[src/rtl/blood_sample_scheduler_pkg.sv]
// Shared definitions for the blood sample scheduler.
// Holds the FSM state encoding, the detector data widths and a clog2 helper
// used to size index and counter fields.
package blood_sample_scheduler_pkg;

  localparam int unsigned PH_W   = 4;
  localparam int unsigned TYPE_W = 3;

  typedef enum logic [1:0] {
    StIdle   = 2'd0,
    StLoad   = 2'd1,
    StEval   = 2'd2,
    StReport = 2'd3
  } state_e;

  // Ceiling log2, never less than 1 so a field sized by it is always legal.
  function automatic int unsigned clog2(input int unsigned value);
    int unsigned width;
    width = 1;
    for (int unsigned i = 1; i < 32; i++) begin
      if ((32'd1 << i) < value) width = i + 1;
    end
    return width;
  endfunction

endpackage

[src/rtl/blood_sample_scheduler_rr_arbiter.sv]
// Combinational round-robin arbiter.
// Searches req upward starting at ptr+1 (wrapping) and returns the first set
// bit. The pointer itself is owned and updated by the scheduler.
// Ports:
//   req   - request vector, one bit per station
//   ptr   - index of the most recently served station
//   valid - at least one request is set
//   idx   - index of the winning station (0 when valid is low)
module blood_sample_scheduler_rr_arbiter
  import blood_sample_scheduler_pkg::*;
#(
  parameter int unsigned NUM_REQ = 4,
  localparam int unsigned ID_W = clog2(NUM_REQ)
) (
  input  logic [NUM_REQ-1:0] req,
  input  logic [ID_W-1:0]    ptr,
  output logic               valid,
  output logic [ID_W-1:0]    idx
);

  int unsigned base;

  // Offsets are scanned from farthest to nearest so the nearest hit is the
  // last assignment and therefore wins.
  always_comb begin
    valid = 1'b0;
    idx   = '0;
    base  = 32'(ptr);
    for (int unsigned off = NUM_REQ; off >= 1; off--) begin
      for (int unsigned i = 0; i < NUM_REQ; i++) begin
        if (req[i] && (((base + off) % NUM_REQ) == i)) begin
          valid = 1'b1;
          idx   = ID_W'(i);
        end
      end
    end
  end

endmodule

[src/rtl/blood_sample_scheduler.sv]
// Time-shares one combinational blood abnormality detector between NUM_REQ
// lab stations. A round-robin winner is granted for one cycle, its PH/type
// are captured and held on the detector inputs for SETTLE_CYCLES, then the
// detector flag is sampled and returned as a tagged one-cycle response.
// Abnormal results are tallied in a saturating counter.
// Ports:
//   clk, rst_n              - clock, asynchronous active-low reset
//   req/reqPH/reqType       - per-station request and packed data
//   gnt                     - one-hot, one-cycle grant
//   detPH/detType           - held inputs to the detector
//   detAbnormality          - detector result
//   respValid/respId/respAbnormal - one-cycle tagged response
//   abnCount/clrCount       - abnormal tally and its synchronous clear
//   busy                    - any state other than idle
module blood_sample_scheduler
  import blood_sample_scheduler_pkg::*;
#(
  parameter int unsigned NUM_REQ       = 4,
  parameter int unsigned SETTLE_CYCLES = 2,
  parameter int unsigned CNT_W         = 8,
  localparam int unsigned ID_W = clog2(NUM_REQ)
) (
  input  logic                      clk,
  input  logic                      rst_n,
  input  logic [NUM_REQ-1:0]        req,
  input  logic [PH_W*NUM_REQ-1:0]   reqPH,
  input  logic [TYPE_W*NUM_REQ-1:0] reqType,
  output logic [NUM_REQ-1:0]        gnt,
  output logic [PH_W-1:0]           detPH,
  output logic [TYPE_W-1:0]         detType,
  input  logic                      detAbnormality,
  output logic                      respValid,
  output logic [ID_W-1:0]           respId,
  output logic                      respAbnormal,
  output logic [CNT_W-1:0]          abnCount,
  input  logic                      clrCount,
  output logic                      busy
);

  localparam int unsigned SET_W = clog2(SETTLE_CYCLES);

  state_e              state_q;
  logic [ID_W-1:0]     idx_q;
  logic [ID_W-1:0]     ptr_q;
  logic [PH_W-1:0]     ph_q;
  logic [TYPE_W-1:0]   type_q;
  logic [SET_W-1:0]    settle_q;
  logic [NUM_REQ-1:0]  gnt_q;
  logic                resp_valid_q;
  logic [ID_W-1:0]     resp_id_q;
  logic                resp_abn_q;
  logic [CNT_W-1:0]    abn_cnt_q;

  logic                arb_valid;
  logic [ID_W-1:0]     arb_idx;
  logic [PH_W-1:0]     sel_ph;
  logic [TYPE_W-1:0]   sel_type;

  blood_sample_scheduler_rr_arbiter #(
    .NUM_REQ (NUM_REQ)
  ) u_arb (
    .req   (req),
    .ptr   (ptr_q),
    .valid (arb_valid),
    .idx   (arb_idx)
  );

  // Data of the station currently being loaded.
  always_comb begin
    sel_ph   = '0;
    sel_type = '0;
    for (int unsigned i = 0; i < NUM_REQ; i++) begin
      if (idx_q == ID_W'(i)) begin
        sel_ph   = reqPH[i*PH_W +: PH_W];
        sel_type = reqType[i*TYPE_W +: TYPE_W];
      end
    end
  end

  always_ff @(posedge clk or negedge rst_n) begin
    if (!rst_n) begin
      state_q      <= StIdle;
      idx_q        <= '0;
      ptr_q        <= ID_W'(NUM_REQ - 1);
      ph_q         <= '0;
      type_q       <= '0;
      settle_q     <= '0;
      gnt_q        <= '0;
      resp_valid_q <= 1'b0;
      resp_id_q    <= '0;
      resp_abn_q   <= 1'b0;
      abn_cnt_q    <= '0;
    end else begin
      gnt_q        <= '0;
      resp_valid_q <= 1'b0;
      case (state_q)
        StIdle: begin
          if (arb_valid) begin
            idx_q   <= arb_idx;
            gnt_q   <= NUM_REQ'(1) << arb_idx;
            state_q <= StLoad;
          end
        end
        StLoad: begin
          ph_q     <= sel_ph;
          type_q   <= sel_type;
          settle_q <= SET_W'(SETTLE_CYCLES - 1);
          state_q  <= StEval;
        end
        StEval: begin
          if (settle_q == '0) begin
            resp_abn_q   <= detAbnormality;
            resp_valid_q <= 1'b1;
            resp_id_q    <= idx_q;
            state_q      <= StReport;
          end else begin
            settle_q <= settle_q - SET_W'(1);
          end
        end
        StReport: begin
          ptr_q   <= idx_q;
          state_q <= StIdle;
        end
        default: state_q <= StIdle;
      endcase

      // Clear takes precedence over a coincident report increment.
      if (clrCount) begin
        abn_cnt_q <= '0;
      end else if ((state_q == StReport) && resp_abn_q && (abn_cnt_q != '1)) begin
        abn_cnt_q <= abn_cnt_q + CNT_W'(1);
      end
    end
  end

  assign gnt          = gnt_q;
  assign detPH        = ph_q;
  assign detType      = type_q;
  assign respValid    = resp_valid_q;
  assign respId       = resp_id_q;
  assign respAbnormal = resp_abn_q;
  assign abnCount     = abn_cnt_q;
  assign busy         = (state_q != StIdle);

endmodule

[config.mk]
export PLATFORM = sky130hd
export DESIGN_NAME = blood_sample_scheduler
export DESIGN_NICKNAME = d
export VERILOG_FILES = /design/src/rtl/blood_sample_scheduler_pkg.sv /design/src/rtl/blood_sample_scheduler_rr_arbiter.sv /design/src/rtl/blood_sample_scheduler.sv
export SDC_FILE = /design/constraint.sdc
export NUM_CORES = 1
export LEC_CHECK = 0
export CAP_MARGIN = 25
export CELL_PAD_IN_SITES_DETAIL_PLACEMENT = 1
export CELL_PAD_IN_SITES_GLOBAL_PLACEMENT = 1
export CORE_AREA = 10 10 67 69
export DETAILED_ROUTE_END_ITERATION = 10
export DIE_AREA = 0 0 77 79
export DONT_BUFFER_PORTS = 1
export GPL_TIMING_DRIVEN = 0
export PLACE_DENSITY = 0.86
export SETUP_SLACK_MARGIN = 0.5
export SLEW_MARGIN = 15
export SYNTH_ARGS = -nofsm -noshare
export SYNTH_HDL_FRONTEND = slang
export SYNTH_SLANG_ARGS = --single-unit
[constraint.sdc]
create_clock -name clk -period 3.4 [get_ports clk]
set_input_delay 0.34 -clock clk [delete_from_list [all_inputs] [get_ports clk]]
set_output_delay 0.34 -clock clk [all_outputs]
set_load 0.01 [all_outputs]
==> impl_metrics.py <==
metrics = {
    "outcome": {
        "status": "finished clean",
    },
    "worst_hold_path": {
        "timing.hold.worst.class": "input port to register",
    },
    "worst_setup_path": {
        "cpPeakStageDelay_ns": 0.48,
        "worst_setup_path_start_kind": "register",
        "crit_buf_inv": 0,
        "timing.critical_path.slowest_stage_cell": "or4_1",
        "crit_path_cell_trace": "ha_1 -> and3_4 -> a21o_4 -> or4_1 -> a21oi_1",
        "end_kind": "register",
        "path_class": "register to register",
        "cp_data_required_time_ns": 3.63,
        "critPathArrivalTime_ns": 2.13,
        "critPathTopFamily": "simple AND/OR/NAND/NOR gates",
        "crit_path_max_fanout": 7,
    },
    "clock_network": {
        "cts.htree.levels": 2,
        "clk-insertion-delay-late_ns": 0.31,
        "cts_sinks": 30,
        "post-cts-setup-buffer-count": 0,
        "cts.reportedPaths.clkPinSlew_ns": 0.09,
        "cts_made_buffers": 5,
        "cts.path.max_buffers": 2,
        "cts_tree": "done",
        "clock-root-buffer": "clkbuf_4",
    },
    "timing": {
        "fin_worst_skew_ns": 0.00756,
        "min_period_over_period": 0.558,
        "max_slew_margin": 0.617,
        "finalCriticalPeriod_ns": 1.90,
        "max_slew.worst_pin.slew_ns": 0.560,
        "tns_ns": 0,
        "timing.final.setup_violations": 0,
        "max_freq_ghz": 0.527,
        "rsz_0062_raised_after_global_routing": "no",
        "slew_violations": 0,
        "timing_hold_violations_final": 0,
        "layout_setup_ws_ns": 1.50,
    },
    "floorplanning": {
        "floorplan.die.width_um": 77,
        "core_area_mm2": 0.00323,
        "die_h_um": 79,
        "die_area_mm2": 0.00608,
        "ioPinCount": 60,
        "effective_utilization_at_floorplan": 0.475,
        "num_rows": 21,
    },
    "global_routing": {
        "top_usage_layer": "met2",
        "first_global_vias": 1138,
        "met2_usage": 0.205,
        "grt_overflow_total": 0,
        "initial_antenna_violation_count": 0,
        "first_pass_grt_wire_length_mm": 6.09,
        "globalRouteMet3Util": 0.0439,
        "grt_util_met1": 0.145,
        "grtUsageTotal": 0.122,
        "maximum_number_of_pins_on_one_net_before_global_route_repair": 31,
    },
    "synth": {
        "net_count_after_synthesis": 172,
        "synth_area_leaders": "dfrtp_1 (46%), mux4_2 (10%), mux2_2 (6.6%), nand2_1 (4.6%), ha_1 (4.1%)",
        "synth_enable_flop_cells": 0,
        "postSynthAreaPerCell_um2": 11.7,
        "dominant_synthesized_flop_cell": "dfrtp_1",
        "ys_seq_area_frac": 0.491,
        "async_flop_share": 1.00,
        "synth_common_cells": "dfrtp_1 (28), nand2_1 (19), mux2_2 (9), nor2_1 (9)",
        "yosys.area.top_type_share": 0.457,
        "synth-warning-count": 0,
        "synth.cell_area_mm2": 0.00153,
        "synth_cells": 131,
        "ys_ff_latch": 30,
        "synth_largest_area_cell": "dfrtp_1",
        "synthDistinctLibCells": 34,
        "leading_cell_type_by_number_of_instances_after_synthesis": "dfrtp_1",
    },
    "placement": {
        "gp_congestion": 0.788,
        "dpl.hpwl_mm": 2.96,
        "portBuffers": 0,
        "dp_worst_setup_slack_ns": 1.53,
    },
    "power": {
        "total_leakage_power_uw": 0.000725,
        "power.density_cell_area_mw_per_mm2": 788,
        "peakVddDrop_mv": 0.327,
    },
    "detailed_routing": {
        "drt-pass1-iter-count": 4,
        "remaining_drc_errors": 0,
        "routed_wl_mm": 3.71,
        "via_count": 1077,
        "drt-vias-per-instance": 5.76,
        "initialDrtViolationCount": 65,
        "postRouteAntennaNets": 0,
        "avgRoutedWirePerCell_um": 19.8,
    },
    "cells_and_area": {
        "nets": 181,
        "area_delta_synth_final_pct": 8.89,
        "final_layout_size_suffix_gt1_frac": 0.227,
        "num_antenna_cells": 0,
        "n_fill_cell": 372,
    },
    "job": {
        "max_cap_violations": 0,
    },
}
-- per-stage QoR --
stage / cells / utilization / power [uW] / instance area [um2] / hold slack, ns
after floorplan: 131 / - / 1010 / 1530 / 0.0444
after global placement: 177 / 0.492 / 1090 / 1590 / 0.0454
after detailed placement: 177 / 0.492 / 1130 / 1590 / 0.0453
after CTS: 187 / 0.517 / 1340 / 1670 / 0.120
after global routing: 187 / 0.517 / 1430 / 1670 / 0.121
final: 187 / 0.517 / 1320 / 1670 / 0.137
-- worst paths after layout --
path                                start           end  slack (ns)  cells past startpoint
min                        detAbnormality  respAbnormal        0.14                      2
min reg2reg                      settle_q      settle_q        0.56                      2
max reg2reg                   abnCount[0]   abnCount[5]        1.50                      5
max in group asynchronous           rst_n      ptr_q[0]        2.68                      2
min in group asynchronous           rst_n   abnCount[1]        0.49                      2
max                           abnCount[0]   abnCount[5]        1.50                      5
-- final cells by class --
cell class | count | area (um2) | share of cell area
multi-input cells | 90 | 737 | 0.441
plain buffers | 4 | 17.5 | 0.0105
clock buffers | 8 | 48.8 | 0.0292
inverters | 7 | 26.3 | 0.0157
well taps | 46 | 57.6 | 0.0345
flip-flops and latches | 30 | 753 | 0.451
repair buffers | 2 | 30.0 | 0.0180
-- power breakdown --
| part | internal, uW | leakage (uW) | switching (uW) |
|---|---|---|---|
| sequential | 489 | 0.000379 | 134 |
| combinational | 258 | 0.000319 | 242 |
| clock | 82.4 | 0.0000265 | 110 |
| total | 829 | 0.000725 | 486 |
-- metal layers --
metal	vias to the layer above	wire length, um	share of wire
met5	-	0	0
met4	0	0	0
met3	0	168	0.045
met2	29	1950	0.53
met1	561	1590	0.43
li1	487	-	-
-- worst reg2reg max path: stages (launching register included) --
cell,delay [ns]
dfrtp_1,0.46
ha_1,0.27
and3_4,0.19
a21o_4,0.24
or4_1,0.48
a21oi_1,0.17
-- timing repair --
| item | CTS | global route |
|---|---|---|
| hold buffers | 2 | 0 |
| hold endpoints to repair | 30 | 0 |
| resized for setup | 0 | 0 |
-- state kept, by name, summed over array words and instances, names as in the netlist --
name and flops:
gnt 4, detType 3, idx_q 2, respAbnormal 1
ptr_q 2, respId 2, state_q 2, respValid 1
detPH 4, settle_q 1, abnCount 8
-- cell families after synthesis --
kind of cell,count (synthesis),share of synthesized area
xor gates and xnor gates,4,0.0228
AOI/OAI and AO/OA,18,0.0848
buffers and inverters,11,0.0286
muxes,19,0.188
adders and majority gates,5,0.0408
and+or+nand+nor,44,0.144
DFF,30,0.491
-- layout by cell type (no fill, tap or decap), drive strengths merged, types with 3 or more instances in the layout --
cell,count
clkbuf,8
nor2,9
nand2,19
dfrtp,28
mux4,7
o21ai,3
o31ai,3
xnor2,3
buf,5
inv,7
mux2i,3
a21oi,5
ha,5
mux2,9
Note: power is estimated with default switching activity, not from simulation.
